**config.mk**
```make
export PLATFORM = sky130hd
export DESIGN_NAME = serial_pattern_tx
export DESIGN_NICKNAME = d
export VERILOG_FILES = /design/src/rtl/serial_pattern_tx.sv
export SDC_FILE = /design/constraint.sdc
export NUM_CORES = 1
export LEC_CHECK = 0
export ABC_AREA = 1
export CAP_MARGIN = 20
export CORE_MARGIN = 1.5
export CORE_UTILIZATION = 45
export DETAILED_ROUTE_END_ITERATION = 16
export GPL_ROUTABILITY_DRIVEN = 0
export PLACE_DENSITY = 0.76
export SETUP_SLACK_MARGIN = 0.3
export SLEW_MARGIN = 10
export SYNTH_ARGS = -nofsm -noshare
export SYNTH_HDL_FRONTEND = slang
export SYNTH_SLANG_ARGS = --single-unit
```
**constraint.sdc**
```tcl
create_clock -name clk -period 4 [get_ports clk]
set_input_delay 0.6 -clock clk [delete_from_list [all_inputs] [get_ports clk]]
set_output_delay 0.6 -clock clk [all_outputs]
set_load 0.01 [all_outputs]
```
**src/rtl/serial_pattern_tx.sv**
```systemverilog
// Serializes one accepted WIDTH-bit word MSB-first (first bit on the accept edge) and counts overlapping "1010" in it.
// Busy for WIDTH+1 edges after accept (ready low); out_valid high WIDTH cycles, then a one-cycle done pulse.
module serial_pattern_tx #(
  parameter int WIDTH = 8,
  parameter int CNT_W = 4
) (
  input  logic             clk,
  input  logic             reset,
  input  logic [WIDTH-1:0] data,
  input  logic             valid,
  output logic             ready,
  output logic             out,
  output logic             out_valid,
  output logic             done,
  output logic [CNT_W-1:0] pat_cnt
);

  localparam int IDX_W = $clog2(WIDTH);

  typedef enum logic [1:0] {IDLE, SHIFT, DONE} state_t;

  state_t             r_state, w_state_nxt;
  logic [WIDTH-2:0]   r_shift, w_shift_nxt;
  logic [IDX_W-1:0]   r_idx, w_idx_nxt;
  logic [2:0]         r_hist, w_hist_nxt;
  logic               r_out, w_out_nxt;
  logic               r_out_valid, w_out_valid_nxt;
  logic               r_done, w_done_nxt;
  logic [CNT_W-1:0]   r_pat_cnt, w_pat_cnt_nxt;

  logic               w_bit;
  logic               w_last;
  logic               w_match;
  logic               w_accept;

  // The MSB leaves on the accept edge, so only the lower WIDTH-1 bits are held.
  assign w_bit    = r_shift[WIDTH-2];
  assign w_last   = (r_idx == '0);
  assign w_match  = ({r_hist, w_bit} == 4'b1010);
  assign w_accept = (r_state == IDLE) && valid;

  always_ff @(posedge clk) begin
    if (reset) begin
      r_state <= IDLE;
    end else begin
      r_state <= w_state_nxt;
    end
  end

  always_comb begin
    w_state_nxt = r_state;
    case (r_state)
      IDLE:    if (valid) w_state_nxt = SHIFT;
      SHIFT:   if (w_last) w_state_nxt = DONE;
      DONE:    w_state_nxt = IDLE;
      default: w_state_nxt = IDLE;
    endcase
  end

  always_comb begin
    ready           = (r_state == IDLE);
    w_out_nxt       = 1'b0;
    w_out_valid_nxt = 1'b0;
    w_done_nxt      = 1'b0;
    w_shift_nxt     = r_shift;
    w_idx_nxt       = r_idx;
    w_hist_nxt      = r_hist;
    w_pat_cnt_nxt   = r_pat_cnt;
    if (w_accept) begin
      w_shift_nxt     = data[WIDTH-2:0];
      w_out_nxt       = data[WIDTH-1];
      w_out_valid_nxt = 1'b1;
      w_idx_nxt       = IDX_W'(WIDTH - 1);
      // History starts empty; the first emitted bit is its first entry.
      w_hist_nxt      = {2'b00, data[WIDTH-1]};
      w_pat_cnt_nxt   = '0;
    end else if (r_state == SHIFT) begin
      if (w_last) begin
        w_done_nxt = 1'b1;
      end else begin
        w_shift_nxt     = {r_shift[WIDTH-3:0], 1'b0};
        w_out_nxt       = w_bit;
        w_out_valid_nxt = 1'b1;
        w_idx_nxt       = r_idx - IDX_W'(1);
        w_hist_nxt      = {r_hist[1:0], w_bit};
        if (w_match && (r_pat_cnt != {CNT_W{1'b1}})) begin
          w_pat_cnt_nxt = r_pat_cnt + CNT_W'(1);
        end
      end
    end
  end

  always_ff @(posedge clk) begin
    if (reset) begin
      r_shift     <= '0;
      r_idx       <= '0;
      r_hist      <= '0;
      r_out       <= 1'b0;
      r_out_valid <= 1'b0;
      r_done      <= 1'b0;
      r_pat_cnt   <= '0;
    end else begin
      r_shift     <= w_shift_nxt;
      r_idx       <= w_idx_nxt;
      r_hist      <= w_hist_nxt;
      r_out       <= w_out_nxt;
      r_out_valid <= w_out_valid_nxt;
      r_done      <= w_done_nxt;
      r_pat_cnt   <= w_pat_cnt_nxt;
    end
  end

  assign out       = r_out;
  assign out_valid = r_out_valid;
  assign done      = r_done;
  assign pat_cnt   = r_pat_cnt;

endmodule

```
==> impl_metrics.toml, run 1 <==
[outcome]
outcome = "finished, final reports clean"

[worst_setup_path]
cp.depth = 2
critical_path.endpoint = "ready"
cp_data_arrival_time_ns = 1.33
reg2reg_setup_slack_ns = 2.25
cp_top_family = "buffers and inverters"
cp-start-kind = "flip-flop"
cp_cell_sequence = "nor2_2 -> clkdlybuf4s50_1"
r2r-end = "pat_cnt[1]"
path_buf_inv = 1
rr_worst_depth = 9
path_max_fanout = 4
max_stage_delay_ns = 0.54
r2r-start = "r_idx[0]"
end_kind = "primary output"
cp.required_ns = 3.40
crit_path_top_delay_cell = "clkdlybuf4s50_1"
criticalPathCategory = "reg -> out"
worstSetupStartpoint = "r_state[0]"

[placed_design]
dp_hpwl_um = 1431
placed_cells = 181
port_buffers = 18

[timing]
finalCritPeriodShare_pct = 48.21
setup_violations = 0
tns_ns = 0
drv_slew = 0
fin_skew_ns = 0.0007517
hold_ws_ns = 0.4709
hold_viol_final = 0
max_freq_mhz = 518.6
slew_headroom_pct = 67.50
tightest_slew_ns = 0.4860
finalCriticalPeriod_ns = 1.928
grt_setup_unrepaired = "false"

[drt]
wl_per_cell_um = 10.19
via_per_inst = 4.854
ant_nets = 0
initialDrtViolationCount = 35
routed-via-count = 898
drt-total-wl_um = 1886
drc = 0
first_pass_iters = 4

[floorplan]
num_rows = 16
die_h_um = 49.36
core_region_area_sq_um = 2002
die_w_um = 49.36
die-area_sq_um = 2436
start_util_pct = 48.31
io_pins = 19

[yosys]
synth_area_sq_um = 967.2
synth_area_leaders = "dfxtp_1, nand2_1, nor2_1"
synth.avg_cell_area_sq_um = 7.060
synthCells = 137
ys_seq_area_share_pct = 45.54
yosysWarnings = 0
synth_seq_cells = 22
syn_nets = 151
yosysUniqueCellTypes = 19
synth_top_cell_area_share_pct = 45.54
yosysTopAreaCell = "dfxtp_1"

[global_routing]
grt.total_usage_pct = 16.34
grt.overflow.total = 0
grt_pass1_vias = 766
grt_first_pass_wirelength_um = 3111
antenna_found_initial = 0
grt_max_degree = 15

[min_path]
hold_path_class = "reg -> reg"
worstHoldStart = "r_shift[0]"

[cts]
h-tree-depth = 1
clk-insertion-delay-late_ns = 0.30
ctsResizeCount = 0
cts_buffers = 3
clk_pin_slew_ns = 0.12
clk_path_buf_depth = 2
cts_hold_buf = 0
cts_num_sinks = 22
ctsRootBufferMaster = "clkbuf_4"
cts_tree = "yes"
cts_setup_buffers = 0

[pwr]
p_seq_share_pct = 53.3
p_leak_uw = 0.0005145
peakVddDrop_mv = 0.2219
finalPower_uw = 460.3
sw_frac_of_total_pct = 28.37
power_switching_uw = 130.6
comb_power_share_pct = 20.4
power_density_nw_per_um2 = 379.3
clkPwrFrac_pct = 26.3
power.internal_uw = 329.7

[job]
cap_violations = 0

[cells_and_area]
fin_cells = 185
drive_above_1_share_pct = 6.962
register_area_sq_um = 440.4
most-common-layout-cells = "nand2_1, dfxtp_1, nor2_1"
fillers = 190
mostFrequentLayoutCell = "nand2_1"
antenna_cells = 0
syn_to_final_growth_pct = 25.48
num-nets-final = 173
multiInputGateArea_sq_um = 455.4
-- cells by family after synthesis --
kind of cell               count (synthesis)  share of synthesized area, %
adders and majority gates                  3                         3.881
DFF                                       22                         45.54
AOI/OAI and AO/OA                         17                         9.056
and+or+nand+nor                           75                         33.25
buffers and inverters                     19                         7.374
xor gates and xnor gates                   1                        0.9057
-- worst min path at each step --
stage	slack (ns)	depth (start not counted)	end
2_1_floorplan	0.44	2	r_idx[1]
3_3_place_gp	0.45	2	r_idx[1]
3_5_place_dp	0.46	2	r_shift[0]
4_1_cts	0.47	2	r_shift[0]
5_1_grt	0.49	2	r_shift[0]
6_report	0.47	2	r_shift[0]
-- state kept, by name (all words and copies together), names as in the netlist --
signal,count
r_shift,7
r_state,2
r_idx,3
done,1
out,1
out_valid,1
r_hist,3
pat_cnt,4
-- routing by layer --
layer | track usage, % | vias to the layer above | wire length (um)
li1 | - | 468 | -
met1 | 21.35 | 402 | 892
met2 | 27.03 | 26 | 895
met3 | 2.761 | 2 | 84
met4 | 5.714 | 0 | 14
met5 | 0 | - | 0
-- power by group through the flow --
stage / combinational [uW] / clock, uW / sequential (uW)
after CTS: 93.7 / 123 / 245
after global routing: 104 / 134 / 247
after detailed placement: 93.3 / 0 / 250
after global placement: 91.5 / 0 / 249
final: 94.0 / 121 / 245
after floorplan: 61.4 / 0 / 249
-- metrics by stage --
| stage | area (sq um) | util (%) | setup slack, ns |
|---|---|---|---|
| finish | 1214 | 60.62 | 2.072 |
| global route | 1214 | 60.62 | 2.017 |
| global placement | 1177 | 58.81 | 2.066 |
| detailed placement | 1177 | 58.81 | 2.024 |
| CTS | 1214 | 60.62 | 2.072 |
| floorplan | 967.2 | - | 2.480 |
-- cells in the mapped netlist, drive strengths merged --
cell    instances
a21oi          12
clkbuf          1
dfxtp          22
ha              3
inv            18
nand2          41
nand3           8
nand4           1
nor2           23
nor3            2
o211ai          1
o21ai           4
xor2            1
-- worst register-to-register path, stage by stage, from the launching register on --
cell     delay [ns]
dfxtp_1        0.35
inv_1          0.06
ha_1           0.19
ha_1           0.22
inv_1          0.13
nand3_2        0.23
nor2_1         0.28
nand2_1        0.09
nand2_1        0.07
nor2_1         0.04
-- layout make-up --
cell class	count	share of cell area [%]
multi-input combinational	96	37.53
clock buffer	4	2.990
inverter	18	5.567
timing repair buffer	18	14.85
tap	27	2.784
sequential	22	36.29
Power figures use the tool's default switching activity.
==> inputs of run 2 (changes only) <==
==> constraint.sdc (replaced) <==
create_clock -name clk -period 1.81 [get_ports clk]
set_input_delay 0.2715 -clock clk [delete_from_list [all_inputs] [get_ports clk]]
set_output_delay 0.2715 -clock clk [all_outputs]
set_load 0.01 [all_outputs]
==> run 2 against run 1 <==
  * Clock-buffer cell count stayed put
  * Sequential power is 120% higher
  * Non-clock buffer count is 5 higher
  * Register-to-register slack worse by 1.9 ns
  * Critical path depth is 7 higher
  * First-iteration DRC count is 37% lower
  * Critical path type is now reg -> reg
  * Utilization is 5.1 points higher
  * Global-route usage is 1.1 points higher
  * Clock power is 120% higher
  * Sequential share of layout area is 2.0 points lower
  * Hold slack better by 0.0070 ns
==> impl_metrics.toml, run 2 (synthesis gave the netlist of run 1 again) <==
[outcome]
outcome = "finished, final reports clean"

[pwr]
clkPwrFrac_pct = 25.0
p_leak_uw = 0.0006168
power_density_nw_per_um2 = 818.0
peakVddDrop_mv = 0.5958
sw_frac_of_total_pct = 29.02
comb_power_share_pct = 24.4
power.internal_uw = 764.2
finalPower_uw = 1077
power_switching_uw = 312.5
p_seq_share_pct = 50.6

[timing]
hold_viol_final = 0
max_freq_mhz = 680.7
finalCriticalPeriod_ns = 1.469
finalCritPeriodShare_pct = 81.17
grt_setup_unrepaired = "true"
setup_violations = 0
slew_headroom_pct = 83.33
tns_ns = 0
fin_skew_ns = 0.009437
drv_slew = 0
tightest_slew_ns = 0.2494

[worst_setup_path]
cp_top_family = "adder cells"
end_kind = "flip-flop"
max_stage_delay_ns = 0.34
path_max_fanout = 8
cp_data_arrival_time_ns = 1.68
cp.required_ns = 2.02
criticalPathCategory = "reg -> reg"
path_buf_inv = 3
cp_cell_sequence = "inv_1 -> ha_2 -> ha_4 -> inv_4 -> nand3_4 -> nand2_4 -> buf_4 -> o21ai_0 -> a21oi_1"
cp-start-kind = "flip-flop"
crit_path_top_delay_cell = "dfxtp_2"

[global_routing]
antenna_found_initial = 0
grt_pass1_vias = 827
grt_max_degree = 14
grt_first_pass_wirelength_um = 3256
grt.total_usage_pct = 17.40
grt.overflow.total = 0

[cts]
cts_num_sinks = 22
cts_buffers = 3
clk-insertion-delay-late_ns = 0.31
h-tree-depth = 1
ctsRootBufferMaster = "clkbuf_4"
clk_path_buf_depth = 2
cts_tree = "yes"
cts_hold_buf = 0
clk_pin_slew_ns = 0.12

[cells_and_area]
fillers = 188
final_core_util_pct = 65.75
most-common-layout-cells = "nand2_1, nor2_1, inv_1, dfxtp_1, clkdlybuf4s50_1"
mostFrequentLayoutCell = "nand2_1"
largest-register = "r_shift"
largest_register_ffs = 7
num-nets-final = 178
drive_above_1_share_pct = 18.40
stdcell_area_sq_um = 1316
antenna_cells = 0
syn_to_final_growth_pct = 36.09

[floorplan]
start_util_pct = 48.31
die_h_um = 49.36
die-area_sq_um = 2436
core_region_area_sq_um = 2002
num_rows = 16
die_w_um = 49.36
io_pins = 19

[drt]
first_pass_iters = 4
initialDrtViolationCount = 22
wl_per_cell_um = 10.64
drc = 0
routed-via-count = 901
ant_nets = 0
via_per_inst = 4.742
drt-total-wl_um = 2021

[min_path]
hold_path_class = "reg -> reg"

[placed_design]
placed_area_sq_um = 1187
port_buffers = 18
dp_hpwl_um = 1441

[job]
cap_violations = 0
[run 2: changes by cell type in the layout (fill, tap and decap cells not counted), sizes merged]
| cell | before | now |
|---|---|---|
| buf | 0 | 5 |
| clkdlybuf4s50 | 18 | 13 |
| dlymetal6s2s | 0 | 4 |
| dlygate4sd2 | 0 | 1 |
[run 2: final timing paths]
path / startpoint / endpoint / slack, ns / cells after the start
worst max-delay path: r_idx[0] / r_shift[6] / 0.34 / 9
worst max register to register: r_idx[0] / r_shift[6] / 0.34 / 9
worst min-delay path: r_shift[0] / r_shift[0] / 0.48 / 2
worst min register to register: r_shift[0] / r_shift[0] / 0.48 / 2
[run 2: tightest hold or removal path: stages, from the launching register on]
cell and delay (ns):
dfxtp_1 0.33, nand2_1 0.06, a21oi_1 0.05
[run 2: metrics by stage]
step / hold slack, ns / std cells / setup WS [ns]
2_1_floorplan: 0.3406 / 137 / 0.2957
3_3_place_gp: 0.4504 / 182 / 0.2265
3_5_place_dp: 0.4643 / 182 / 0.1566
4_1_cts: 0.4810 / 189 / 0.2957
5_1_grt: 0.5040 / 190 / 0.2830
6_report: 0.4779 / 190 / 0.3408
[run 2: routing by layer]
layer / GRT usage [%] / vias to the layer above / share of wire (%)
li1: - / 477 / -
met1: 20.27 / 401 / 46
met2: 29.95 / 18 / 48
met3: 3.988 / 5 / 3.7
met4: 8.095 / 0 / 1.7
met5: 0 / - / 0
[run 2: layout make-up]
type / count / area [sq um] / share of cell area [%]
multi-input cells: 96 / 495.5 / 37.64
repair buffers: 23 / 226.5 / 17.21
inverters: 18 / 72.57 / 5.513
flip-flops and latches: 22 / 451.7 / 34.32
well taps: 27 / 33.78 / 2.567
clock buffers: 4 / 36.28 / 2.757
[run 2: power by group through the flow]
stage	logic (uW)	clock network [uW]	registers, uW
2_1_floorplan	136	0	550
3_3_place_gp	202	0	552
3_5_place_dp	208	0	553
4_1_cts	233	274	542
5_1_grt	293	297	548
6_report	262	270	545
[run 2: timing repair]
item	4_1_cts	5_1_grt
pin swaps	1	2
setup endpoints to repair	19	14
setup buffers	3	1
resized for setup	12	12
